--- src/rtl/dll_sar_sequencer_pkg.sv ---
// Shared definitions for the DLL SAR sequencer.
// Holds the sequencer state enum, the default loop parameters, and the
// resulting decision period at those defaults.
package dll_sar_sequencer_pkg;

    typedef enum logic [2:0] {
        ST_IDLE,
        ST_CLR,
        ST_SETTLE,
        ST_VOTE,
        ST_DECIDE
    } seq_state_t;

    localparam int DEF_CODE_W     = 10;
    localparam int DEF_SETTLE_CYC = 2;
    localparam int DEF_VOTE_N     = 4;
    localparam int DEF_LOSS_N     = 4;

    // Clock cycles from one decision to the next when pd_valid is held high.
    localparam int DEC_PERIOD = 1 + DEF_SETTLE_CYC + DEF_VOTE_N;

endpackage

--- src/rtl/dll_sar_sequencer_vote.sv ---
// pd_vote_filter: majority vote over VOTE_N valid phase-detector samples.
// Ports:
//   clk4, rst_n   loop clock, async active-low reset
//   clr           holds the counters at zero (asserted outside the vote window)
//   pd_valid      pd_lead is valid this cycle
//   pd_lead       1 = feedback leads reference
//   ready         combinational: this cycle takes the final sample of the vote
//   decision      registered vote result (1 = lead), updated only when ready
module pd_vote_filter
    import dll_sar_sequencer_pkg::*;
#(
    parameter int VOTE_N = DEF_VOTE_N
) (
    input  logic clk4,
    input  logic rst_n,
    input  logic clr,
    input  logic pd_valid,
    input  logic pd_lead,
    output logic ready,
    output logic decision
);

    localparam int CNT_W = $clog2(VOTE_N + 1);

    logic [CNT_W-1:0] vote_cnt;
    logic [CNT_W-1:0] lead_cnt;
    logic [CNT_W-1:0] lead_tot;
    logic [CNT_W:0]   lead_x2;

    assign lead_tot = lead_cnt + CNT_W'(pd_lead);
    assign lead_x2  = {lead_tot, 1'b0};
    assign ready    = !clr && pd_valid && (vote_cnt == CNT_W'(VOTE_N - 1));

    always_ff @(posedge clk4 or negedge rst_n) begin
        if (!rst_n) begin
            vote_cnt <= '0;
            lead_cnt <= '0;
            decision <= 1'b0;
        end else if (clr) begin
            vote_cnt <= '0;
            lead_cnt <= '0;
        end else if (ready) begin
            // Strict majority: a tie resolves to lag.
            decision <= (lead_x2 > (CNT_W + 1)'(VOTE_N));
            vote_cnt <= '0;
            lead_cnt <= '0;
        end else if (pd_valid) begin
            vote_cnt <= vote_cnt + 1'b1;
            lead_cnt <= lead_tot;
        end
    end

endmodule

--- src/rtl/dll_sar_sequencer.sv ---
// dll_sar_sequencer: drives the DLL binary search, then tracks and supervises lock.
// Ports:
//   clk4, rst_n        loop clock, async active-low reset
//   start              1-cycle conversion request (ignored while busy)
//   pd_valid, pd_lead  raw phase-detector samples
//   comp               voted decision for the SAR, valid with sar_step
//   sar_step, sar_clr  SAR advance / return-to-mid-code pulses
//   bit_idx            bit currently being decided
//   busy, done         conversion in progress / final-step pulse
//   locked             search complete and tracking within bounds
//   trk_up, trk_dn     tracking trim pulses
//
// state     | meaning
// IDLE      | waiting for start
// CLR       | SAR back to mid-code, bit pointer to MSB
// SETTLE    | delay line settling, PD samples discarded
// VOTE      | collecting VOTE_N valid PD samples
// DECIDE    | one decision: SAR step in search, trim pulse in tracking
module dll_sar_sequencer
    import dll_sar_sequencer_pkg::*;
#(
    parameter int CODE_W     = DEF_CODE_W,
    parameter int SETTLE_CYC = DEF_SETTLE_CYC,
    parameter int VOTE_N     = DEF_VOTE_N,
    parameter int LOSS_N     = DEF_LOSS_N
) (
    input  logic                      clk4,
    input  logic                      rst_n,
    input  logic                      start,
    input  logic                      pd_valid,
    input  logic                      pd_lead,
    output logic                      comp,
    output logic                      sar_step,
    output logic                      sar_clr,
    output logic [$clog2(CODE_W)-1:0] bit_idx,
    output logic                      busy,
    output logic                      done,
    output logic                      locked,
    output logic                      trk_up,
    output logic                      trk_dn
);

    localparam int BIT_W  = $clog2(CODE_W);
    localparam int SET_W  = $clog2(SETTLE_CYC + 1);
    localparam int LOSS_W = $clog2(LOSS_N + 1);

    localparam logic [BIT_W-1:0]  BIT_MSB  = BIT_W'(CODE_W - 1);
    localparam logic [SET_W-1:0]  SET_LOAD = SET_W'(SETTLE_CYC - 1);
    localparam logic [LOSS_W-1:0] LOSS_MAX = LOSS_W'(LOSS_N);

    seq_state_t        state, state_nxt;
    logic              trk, trk_nxt;
    logic              locked_nxt;
    logic              last_dir, last_dir_nxt;
    logic [LOSS_W-1:0] loss_cnt, loss_nxt, loss_inc;
    logic [SET_W-1:0]  settle_cnt, settle_nxt;
    logic [BIT_W-1:0]  bit_idx_nxt;
    logic              vote_en;
    logic              vote_rdy;

    // A restart request in tracking pre-empts a vote finishing the same cycle,
    // so comp only ever changes on the way into DECIDE.
    assign vote_en = (state == ST_VOTE) && !(trk && start);
    assign busy    = (state != ST_IDLE) && !trk;

    pd_vote_filter #(
        .VOTE_N (VOTE_N)
    ) u_vote (
        .clk4     (clk4),
        .rst_n    (rst_n),
        .clr      (!vote_en),
        .pd_valid (pd_valid),
        .pd_lead  (pd_lead),
        .ready    (vote_rdy),
        .decision (comp)
    );

    always_ff @(posedge clk4 or negedge rst_n) begin
        if (!rst_n) begin
            state      <= ST_IDLE;
            trk        <= 1'b0;
            locked     <= 1'b0;
            last_dir   <= 1'b0;
            loss_cnt   <= '0;
            settle_cnt <= '0;
            bit_idx    <= BIT_MSB;
        end else begin
            state      <= state_nxt;
            trk        <= trk_nxt;
            locked     <= locked_nxt;
            last_dir   <= last_dir_nxt;
            loss_cnt   <= loss_nxt;
            settle_cnt <= settle_nxt;
            bit_idx    <= bit_idx_nxt;
        end
    end

    always_comb begin
        state_nxt    = state;
        trk_nxt      = trk;
        locked_nxt   = locked;
        last_dir_nxt = last_dir;
        loss_nxt     = loss_cnt;
        loss_inc     = '0;
        settle_nxt   = settle_cnt;
        bit_idx_nxt  = bit_idx;
        sar_step     = 1'b0;
        sar_clr      = 1'b0;
        done         = 1'b0;
        trk_up       = 1'b0;
        trk_dn       = 1'b0;

        case (state)
            ST_IDLE: begin
                if (start) state_nxt = ST_CLR;
            end
            ST_CLR: begin
                sar_clr    = 1'b1;
                settle_nxt = SET_LOAD;
                state_nxt  = ST_SETTLE;
            end
            ST_SETTLE: begin
                if (settle_cnt == '0) state_nxt = ST_VOTE;
                else                  settle_nxt = settle_cnt - 1'b1;
            end
            ST_VOTE: begin
                if (vote_rdy) state_nxt = ST_DECIDE;
            end
            ST_DECIDE: begin
                settle_nxt = SET_LOAD;
                state_nxt  = ST_SETTLE;
                if (!trk) begin
                    sar_step = 1'b1;
                    if (bit_idx != '0) begin
                        bit_idx_nxt = bit_idx - 1'b1;
                    end else begin
                        done       = 1'b1;
                        trk_nxt    = 1'b1;
                        locked_nxt = 1'b1;
                        loss_nxt   = '0;
                    end
                end else begin
                    trk_up       = comp;
                    trk_dn       = !comp;
                    last_dir_nxt = comp;
                    // loss_cnt == 0 marks the first tracking decision after a search.
                    loss_inc = (loss_cnt != '0 && comp == last_dir) ? loss_cnt + 1'b1 : LOSS_W'(1);
                    if (loss_inc == LOSS_MAX) begin
                        trk_nxt    = 1'b0;
                        locked_nxt = 1'b0;
                        loss_nxt   = '0;
                        state_nxt  = ST_CLR;
                    end else begin
                        loss_nxt = loss_inc;
                    end
                end
            end
            default: state_nxt = ST_IDLE;
        endcase

        if (trk && start) begin
            trk_nxt    = 1'b0;
            locked_nxt = 1'b0;
            loss_nxt   = '0;
            state_nxt  = ST_CLR;
        end

        if (state_nxt == ST_CLR) bit_idx_nxt = BIT_MSB;
    end

endmodule

--- config.mk ---
export PLATFORM = sky130hd
export DESIGN_NAME = dll_sar_sequencer
export DESIGN_NICKNAME = d
export VERILOG_FILES = /design/src/rtl/dll_sar_sequencer_pkg.sv /design/src/rtl/dll_sar_sequencer_vote.sv /design/src/rtl/dll_sar_sequencer.sv
export SDC_FILE = /design/constraint.sdc
export NUM_CORES = 1
export LEC_CHECK = 0
export CAP_MARGIN = 10
export CORE_UTILIZATION = 51
export DETAILED_ROUTE_END_ITERATION = 10
export GPL_ROUTABILITY_DRIVEN = 0
export HOLD_SLACK_MARGIN = 0.08
export PLACE_DENSITY_LB_ADDON = 0.1
export SLEW_MARGIN = 20
export SYNTH_ARGS = -nofsm -noshare
export SYNTH_HDL_FRONTEND = slang
export SYNTH_HIERARCHICAL = 1
export SYNTH_SLANG_ARGS = --single-unit
--- constraint.sdc ---
create_clock -name clk4 -period 6.7 [get_ports clk4]
set_input_delay 0.67 -clock clk4 [delete_from_list [all_inputs] [get_ports clk4]]
set_output_delay 0.67 -clock clk4 [all_outputs]
set_load 0.005 [all_outputs]
### Word-level counts from Yosys, hierarchy flattened

Cells that the tools add are included.

* register bits after elaboration: 22
* input port bits: 5
* output and inout bits: 12
* logic and storage cells: 98

* $add $sub $neg: 5
* magnitude comparators: 1
* equality and inequality tests: 13
* mux-type cells: 44
* reduce and logical (&&, ||, !) cells: 25

Operator list (count)
* two-way mux 3 bit: 16
* two-way mux 1 bit: 19
* two-way mux 4 bit: 4
* case mux 3 bit (5 select lines): 1
* == test 3 x 2 -> 1 bit (second input constant): 3
* AND reduction 2 bit: 4
* nonzero test 2 bit: 4
* adder 3 x 1 -> 3 bit (second input constant): 2
* == test 3 x 1 -> 1 bit (second input constant): 2
* == test 3 bit (second input constant): 2
* logical AND 1 bit: 6
* two-way mux 2 bit: 3
* AND reduction 3 bit: 2
* nonzero test 3 bit: 2
* greater-than comparator 4 x 3 -> 1 bit (second input constant): 1
* case mux 2 bit (2 select lines): 1
* nonzero test 4 bit: 1
* subtractor 4 x 1 -> 4 bit (second input constant): 1
* adder 3 x 1 -> 3 bit: 1
* zero test 1 bit: 3
* zero test 3 bit: 1
* != test 3 x 1 -> 1 bit (second input constant): 1
* != test 3 x 2 -> 1 bit (second input constant): 1
* != test 3 bit (second input constant): 1
* 6 further kinds: 6

### Longest topological paths before layout

Gate-level depths: netlist (run 1).

* depth in word-level cells: 11
* gate-level depth with buffers: 10
* mapped depth without buffers: 9

### By module

Netlist (run 1), hierarchy kept.

Modules (own cells, without submodules)
* dll_sar_sequencer: times used 1, cells each 110, area an instance 998.5 um2, sequential area each 377.9 um2
* pd_vote_filter: times used 1, cells each 35, area an instance 385.4 um2, sequential area each 175.2 um2

### Least setup slack after synthesis (run 1)

No wires, ideal clock.

* path kind: reg2reg
* start: register trk
* end: register bit_idx[1]
* library setup time: 0.094 ns
* arrival time: 1.989 ns
* data required time: 6.606 ns
* path slack: 4.617 ns
* cell stages (with the launch flop): 10
* path buffers: 1
* clock period less this slack: 2.083 ns
* cell sequence: dfrtp_1 clkbuf_1 nand2_1 nand3_1 nor3b_4 and3_1 a211o_1 a31oi_2 a31oi_1 a211oi_1

* word-level cells in the longest chain between the ends: 11
* elaborated cells between the ends (all ways): 15
* classes of those cells: eq/ne (2); mux (5); reduce/logical (8)

RTL lines
* from (decl): line dll_sar_sequencer.sv:52 `logic trk, trk_nxt;`
* from (signal assigned): line dll_sar_sequencer.sv:89 `trk <= trk_nxt;`
* logical AND 1 bit (*): line dll_sar_sequencer.sv:63 `assign vote_en = (state == ST_VOTE) && !(trk && start);`
* zero test 1 bit (*): line dll_sar_sequencer.sv:63
* logical AND 1 bit (*): line dll_sar_sequencer.sv:63
* logical AND 1 bit (*) (2 in a row): line dll_sar_sequencer_vote.sv:32 `assign ready = !clr && pd_valid && (vote_cnt == CNT_W'(VOTE_N - 1));`
* via vote_rdy: line dll_sar_sequencer.sv:59 `logic vote_rdy;`
* two-way mux 3 bit (*): line dll_sar_sequencer.sv:127 `if (vote_rdy) state_nxt = ST_DECIDE;`
* case mux 3 bit (5 select lines) (*): line dll_sar_sequencer.sv:113 `case (state)`
* two-way mux 3 bit (*): line dll_sar_sequencer.sv:161 `if (trk && start) begin`
* via state_nxt[1]: line dll_sar_sequencer.sv:51 `seq_state_t state, state_nxt;`
* == test 3 x 1 -> 1 bit (*): line dll_sar_sequencer.sv:168 `if (state_nxt == ST_CLR) bit_idx_nxt = BIT_MSB;`
* != test 2 x 1 -> 1 bit (no source line) or nonzero test 2 bit (tied branches)
* AND reduction 3 bit (no source line)
* to (signal assigned): line dll_sar_sequencer.sv:94 `bit_idx <= bit_idx_nxt;`
* to (decl): line dll_sar_sequencer.sv:35 `output logic [$clog2(CODE_W)-1:0] bit_idx,`

The timed path passes the listed nets; every way through them passes the cells marked *.
A chain may end at the register's enable or synchronous reset.

### Worst setup path after layout (run 1)

* start: register bit_idx[1]
* end: output done

* word-level cells in the longest chain between the ends: 4

RTL lines
* nonzero test 4 bit: line dll_sar_sequencer.sv:134 `if (bit_idx != '0) begin`
* two-way mux 1 bit: line dll_sar_sequencer.sv:134
* two-way mux 1 bit: line dll_sar_sequencer.sv:132 `if (!trk) begin`
* two-way mux 1 bit: line dll_sar_sequencer.sv:113
* to (decl): line dll_sar_sequencer.sv:37 `output logic done,`

Every way passes these cells.

==> metrics, run 1 <==
Max-Cap Viols=0; Clk network pwr share=~15%; crit path time final=2.87 ns; Skew-Pair Late Insertion Delay=around 0.30 ns; reg2reg start=state[1]$_DFF_PN0_; critical path class=reg -> out; largest family of logic cells by synthesized area=simple AND/OR/NAND/NOR gates; Die X=54.1 microns; Peak supply drop=roughly 210 uV; Critical Path RT=between 6 and 7 ns; share of cells above drive strength 1=under 10%; vias=roughly 1100; LEAKAGE=slightly below 0.7 nW; r2r setup slk=4.34 ns; Synth Area in Adders=under 10%; First-pass DRT Iterations=4; die area=2930 sq um; GRT Residual Overflow=0; Layout area overhead=12.5%; core footprint=between 2000 and 3000 sq um; FF-to-FF End=bit_idx[1]$_DFFE_PN0P_; cells after synthesis=about 150; TritonCTS buffer count=3; Post-DP HPWL=2.03 mm; Synth Area in Compound Gates=~14%; Synth Area in Simple Gates=~27%; Period Utilization, post-route=between 40% and 50%; Worst-Margin Slew=0.492 ns; initial antenna violation count=0; setup tns final=0 ns; Worst EP arrival=2.20 ns; RSZ-0062 raised after global routing=no; syn avg cell area=~9.5 sq um; PwrDens=248 nW/um^2; relative slew slack=between 60% and 70%; Sw Share=36.6%; Max Slew Vio Count=0; Crit. End Element=output port; post-synthesis xor/xnor area fraction=between 3 and 4%; Resize count post-CTS=0; ant diodes=0; Vias per Instance=5.59; Die Ht=54.1 microns; largest net degree at the start of global routing=23; library cells used by synthesis=40; Root Driver=clkbuf_4; startpoint types=register; Post-CTS Setup Inserts=0; H-tree depth=1; syn_nets=158; final hold viol count=0; status=complete, no violations; fmax=about 0.35 GHz; antenna viol nets, final=0; sequential power share=between 40% and 50%; Post-Route Skew=between 0.003 and 0.004 ns; FP Rows=18; DRC Markers=0; vias in the first global route=just over 1000; #FFs+latches synth=22; most frequent cells in the layout=dfrtp_1 (20), clkdlybuf4s50_1 (15), nand2_1 (14); CTS tree=done; post-route cell area=1560 sq um; mux contribution to synthesized area=between 1 and 1.5%; sequential area share after synthesis=about two fifths; Synth Cell Area=1380 sq um; final core occ=61.7%; # clock sinks=22; most common cell after layout, fill and taps aside=dfrtp_1; final net count=174; placed cell area=~1500 sq um; first-pass GRT wire length=between 4 and 5 mm; YS warnings=6; cts hold-fix bufs=0; Layout fillers=about 220; Crit Path Max Fanout=4; Clock transition at path regs=roughly 0.11 ns; io pins=17; Total Wirelength=approximately 2.7 mm; I/O Buffers=16; WL per Instance=around 14 microns; Initial Util=between 50% and 60%; Final setup viols=0; Logic pwr share=around 36%; path depth of the worst reg2reg path=9; largest buffer count on any clock path=2; All-Layer GR Usage=around 21%; Initial DRC Count=27; HP Class=in -> async; P_int=between 0.0002 and 0.00025 W; Sw Pwr=0.000141 W
cell families (layout without fill, tap and decap cells):
kind of cell,count (synthesis),in the layout
AND/OR/NAND/NOR,59,59
multiplexers,2,2
adder cells (fa/ha/maj),8,8
flip-flops,22,22
buffers and inverters,17,31
XOR/XNOR,6,6
AO/OA/AOI/OAI,31,31
registers in the layout, summed over array words and instances, names as in the netlist:
| name | cells |
|---|---|
| u_vote/decision | 1 |
| trk | 1 |
| last_dir | 1 |
| locked | 1 |
| settle_cnt | 2 |
| u_vote/vote_cnt | 3 |
| u_vote/lead_cnt | 3 |
| state | 3 |
| loss_cnt | 3 |
| bit_idx | 4 |
layout make-up:
cell class	count	area (sq um)	share of cell area (%)
flip-flops and latches	22	553	35.5
clock buffers	3	22.5	1.45
well taps	30	37.5	2.41
multi-input cells	106	743	47.7
inverters	12	45.0	2.89
repair buffers	16	155	9.97
cells in the mapped netlist:
cell type	number	area, sq um
dfrtp_1	20	500
nand2_1	14	52.6
inv_1	11	41.3
a21oi_1	9	45.0
nor2_1	9	33.8
ha_1	8	100
nand2b_1	8	50.1
nand3_1	6	30.0
o21ai_0	4	20.0
o21ai_1	4	20.0
and2_1	3	18.8
buf_6	3	33.8
nand3b_1	3	22.5
nor3b_4	3	56.3
xnor2_1	3	26.3
xor2_1	3	26.3
a211o_1	2	17.5
a211oi_1	2	15.0
a21o_1	2	15.0
a22oi_1	2	15.0
a31oi_1	2	12.5
dfstp_2	2	52.6
mux2i_1	2	20.0
nor2b_1	2	12.5
nor3_1	2	10.0
nor3b_1	2	15.0
a31o_1	1	8.76
a31oi_2	1	12.5
and3_1	1	6.26
and3_2	1	7.51
buf_2	1	5.00
clkbuf_1	1	3.75
inv_2	1	3.75
nand2_2	1	6.26
nand2b_4	1	13.8
nand4b_1	1	8.76
nor4b_4	1	23.8
o211ai_1	1	7.51
o31ai_1	1	7.51
or3_1	1	6.26
power groups by stage:
stage / combinational, W / sequential, W / clock (W)
2_1_floorplan: 0.000117 / 0.000176 / 0
3_3_place_gp: 0.000135 / 0.000187 / 0
3_5_place_dp: 0.000141 / 0.000190 / 0
4_1_cts: 0.000141 / 0.000188 / 0.0000605
5_1_grt: 0.000158 / 0.000194 / 0.0000655
6_report: 0.000140 / 0.000188 / 0.0000575
layer usage:
layer	GRT usage, %	share of wire (%)
met5	0	0
met4	8.12	0.94
met3	3.67	3.9
met2	33.1	45
met1	29.7	50
how the worst max path moves through the flow:
stage	start	to	slack, ns	depth (start not counted)
finish	bit_idx[1]$_DFFE_PN0P_	done	3.83	6
global route	bit_idx[1]$_DFFE_PN0P_	done	3.68	6
CTS	bit_idx[1]$_DFFE_PN0P_	done	3.81	6
detailed placement	start	bit_idx[1]$_DFFE_PN0P_	3.83	9
global placement	start	bit_idx[1]$_DFFE_PN0P_	3.92	9
floorplan	trk$_DFFE_PN0P_	bit_idx[1]$_DFFE_PN0P_	4.62	9
worst max-delay path: stages, from the launching register on:
cell and delay [ns]:
dfrtp_1 0.44, inv_1 0.09, ha_1 0.13, nor3b_1 0.39, nand2_1 0.14, nor2_1 0.18, clkdlybuf4s50_1 0.53
stage by stage:
stage,std cells,worst slack (ns),hold WS (ns),power (W)
2_1_floorplan,145,4.62,0.374,0.000293
3_3_place_gp,186,3.92,0.467,0.000322
3_5_place_dp,186,3.83,0.480,0.000332
4_1_cts,189,3.81,0.498,0.000390
5_1_grt,189,3.68,0.342,0.000417
6_report,189,3.83,0.319,0.000386
No activity file was read; power rests on OpenSTA's default activity.
==> inputs of run 2 (changes only) <==
--- a/config.mk
+++ b/config.mk
@@ -6,7 +6,7 @@
 export NUM_CORES = 1
 export LEC_CHECK = 0
 export CAP_MARGIN = 10
-export CORE_UTILIZATION = 51
+export CORE_UTILIZATION = 49
 export DETAILED_ROUTE_END_ITERATION = 10
 export GPL_ROUTABILITY_DRIVEN = 0
 export HOLD_SLACK_MARGIN = 0.08
==> constraint.sdc (replaced) <==
create_clock -name clk4 -period 2.6 [get_ports clk4]
set_input_delay 0.26 -clock clk4 [delete_from_list [all_inputs] [get_ports clk4]]
set_output_delay 0.26 -clock clk4 [all_outputs]
set_load 0.005 [all_outputs]
==> run 2 against run 1 <==
Clock skew is 0.0010 ns lower. Clock power grew to 2.9 times the previous value. Cell count is 2.1% higher. Die area is 3.9% higher. Largest cell class unchanged. Setup slack worse by 3.6 ns. Sequential cell count stayed put. Largest power group unchanged. Wire length is 1.7% higher. Critical path type unchanged. Register-to-register slack worse by 3.8 ns. Design area is 2.3% higher. Highest routed layer unchanged. Combinational power grew to 2.6 times the previous value.
==> metrics, run 2 (same netlist as run 1, synthesis figures left out) <==
vias in the first global route=1006 (unchanged); # clock sinks=22 (unchanged); Initial DRC Count=17 (was 27); Period Utilization, post-route=a little over 90%; startpoint types=register (unchanged); Resize count post-CTS=0 (unchanged); max reg flops=4 (unchanged); Die X=55.1 microns (was 54.1 microns); placed cell area=1560 sq um (was 1540 sq um); vias=1056 (was 1057); Skew-Pair Late Insertion Delay=0.31 ns (was 0.30 ns); Post-CTS Setup Inserts=0 (unchanged); ant diodes=0 (unchanged); Crit Path Max Fanout=10 (was 4); Vias per Instance=5.47 (was 5.59); Max Slew Vio Count=0 (unchanged); share of cells above drive strength 1=11.0% (was 9.43%); FP Rows=18 (unchanged); Initial Util=53.9% (was 54.9%); first-pass GRT wire length=4.51 mm (was 4.41 mm); core footprint=2570 sq um (was 2520 sq um); Biggest register=bit_idx (unchanged); Post-DP HPWL=2.00 mm (was 2.03 mm); antenna viol nets, final=0 (unchanged); CTS tree=done (unchanged); post-route cell area=1590 sq um (was 1560 sq um); Total Wirelength=2.72 mm (was 2.67 mm); fmax=~0.42 GHz; Clock transition at path regs=0.12 ns (was 0.11 ns); All-Layer GR Usage=21.3% (was 21.4%); Root Driver=clkbuf_4 (unchanged); CP Cell Sequence=nor3b_4 > nand2_1 > nor2_1 > clkdlybuf4s50_1 (was inv_1 > ha_1 > nor3b_1 > nand2_1 > nor2_1 > clkdlybuf4s50_1); Max-Cap Viols=0 (unchanged); Die Ht=55.1 microns (was 54.1 microns); DRC Markers=0 (unchanged); most common cell after layout, fill and taps aside=dfrtp_1 (unchanged); io pins=17 (unchanged); final hold viol count=0 (unchanged); Peak supply drop=477 uV (was 208 uV); Layout fillers=224 (was 221); WL per Instance=14.1 microns (about the same); die area=3040 sq um (was 2930 sq um); RSZ-0062 raised after global routing=no (unchanged); Layout area overhead=15.1% (was 12.5%); Worst-Margin Slew=0.372 ns (was 0.492 ns); Post-Route Skew=0.00260 ns (was 0.00362 ns); Crit. End Element=output port (unchanged); LEAKAGE=0.706 nW (was 0.690 nW); Critical Path RT=2.34 ns (was 6.03 ns); status=complete, no violations (unchanged); Slowest cell on crit path=dfrtp_1 (was clkdlybuf4s50_1); GRT Residual Overflow=0 (unchanged); setup tns final=0 ns (unchanged); H-tree depth=1 (unchanged); I/O Buffers=16 (unchanged); final net count=177 (was 174); HP Class=in -> async (unchanged); TritonCTS buffer count=3 (unchanged); critical path class=reg -> out (unchanged); cts hold-fix bufs=0 (unchanged); largest net degree at the start of global routing=23 (unchanged); most frequent cells in the layout=dfrtp_1 (20), clkdlybuf4s50_1 (16), nand2_1 (14) (was dfrtp_1 (20), clkdlybuf4s50_1 (15), nand2_1 (14)); crit path time final=around 2.4 ns; First-pass DRT Iterations=4 (unchanged); PwrDens=641 nW/um^2 (was 248 nW/um^2); path depth of the worst reg2reg path=9 (unchanged); Final setup viols=0 (unchanged); relative slew slack=75.2% (was 67.2%); critical path's largest stage delay=0.53 ns (about the same); initial antenna violation count=0 (unchanged); Worst EP arrival=2.12 ns (was 2.20 ns); largest buffer count on any clock path=2 (unchanged)
## run 2: path summary, 6_finish.rpt
check,start,to,slack (ns)
min in group clk4,settle_cnt[1]$_DFFE_PN0P_,settle_cnt[1]$_DFFE_PN0P_,0.50
max reg2reg,state[1]$_DFF_PN0_,bit_idx[1]$_DFFE_PN0P_,0.50
min,rst_n,u_vote/vote_cnt[0]$_DFFE_PN0P_,0.28
min reg2reg,settle_cnt[1]$_DFFE_PN0P_,settle_cnt[1]$_DFFE_PN0P_,0.50
max in group asynchronous,rst_n,bit_idx[0]$_DFFE_PN1P_,2.03
max,state[2]$_DFF_PN0_,done,0.22
## run 2: per-stage QoR
step                hold WS, ns  total power [W]  util (%)  setup slack (ns)  cells
CTS                       0.290          0.00103      61.8            0.0927    193
detailed placement        0.475         0.000860      60.8             0.369    189
global route              0.333          0.00110      62.0             0.122    193
finish                    0.284          0.00102      62.0             0.222    193
global placement          0.466         0.000842      60.8             0.460    189
floorplan               -0.0356         0.000755         -             0.517    145
## run 2: layout make-up
type	count	area, sq um	share of cell area, %
clock buffers	4	26.3	1.65
inverters	12	45.0	2.83
flip-flops and latches	22	553	34.7
well taps	30	37.5	2.36
repair buffers	19	183	11.5
multi-input cells	106	748	47.0
## run 2: worst max-delay path, delay by kind of cell, from the launching register on
kind,cells,cell delay (ns)
buf+inv,1,0.53
simple gates,3,0.74
flops,1,0.53
## run 2: power by group
group          switching, W  leakage [nW]  total, W  internal (W)
Clock              0.000109        0.0150  0.000169     0.0000600
Combinational      0.000190         0.415  0.000370      0.000180
Sequential        0.0000736         0.276  0.000482      0.000408
Total              0.000373         0.706   0.00102      0.000648
## run 2: per-layer routing
| metal | global-route usage (%) | up-vias | part of all wire (%) | wire (microns) |
|---|---|---|---|---|
| li1 | - | 532 | - | - |
| met1 | 28.9 | 499 | 47 | 1280 |
| met2 | 33.9 | 20 | 48 | 1310 |
| met3 | 3.55 | 5 | 3.2 | 87 |
| met4 | 7.50 | 0 | 1.6 | 43 |
| met5 | 0 | - | 0 | 0 |
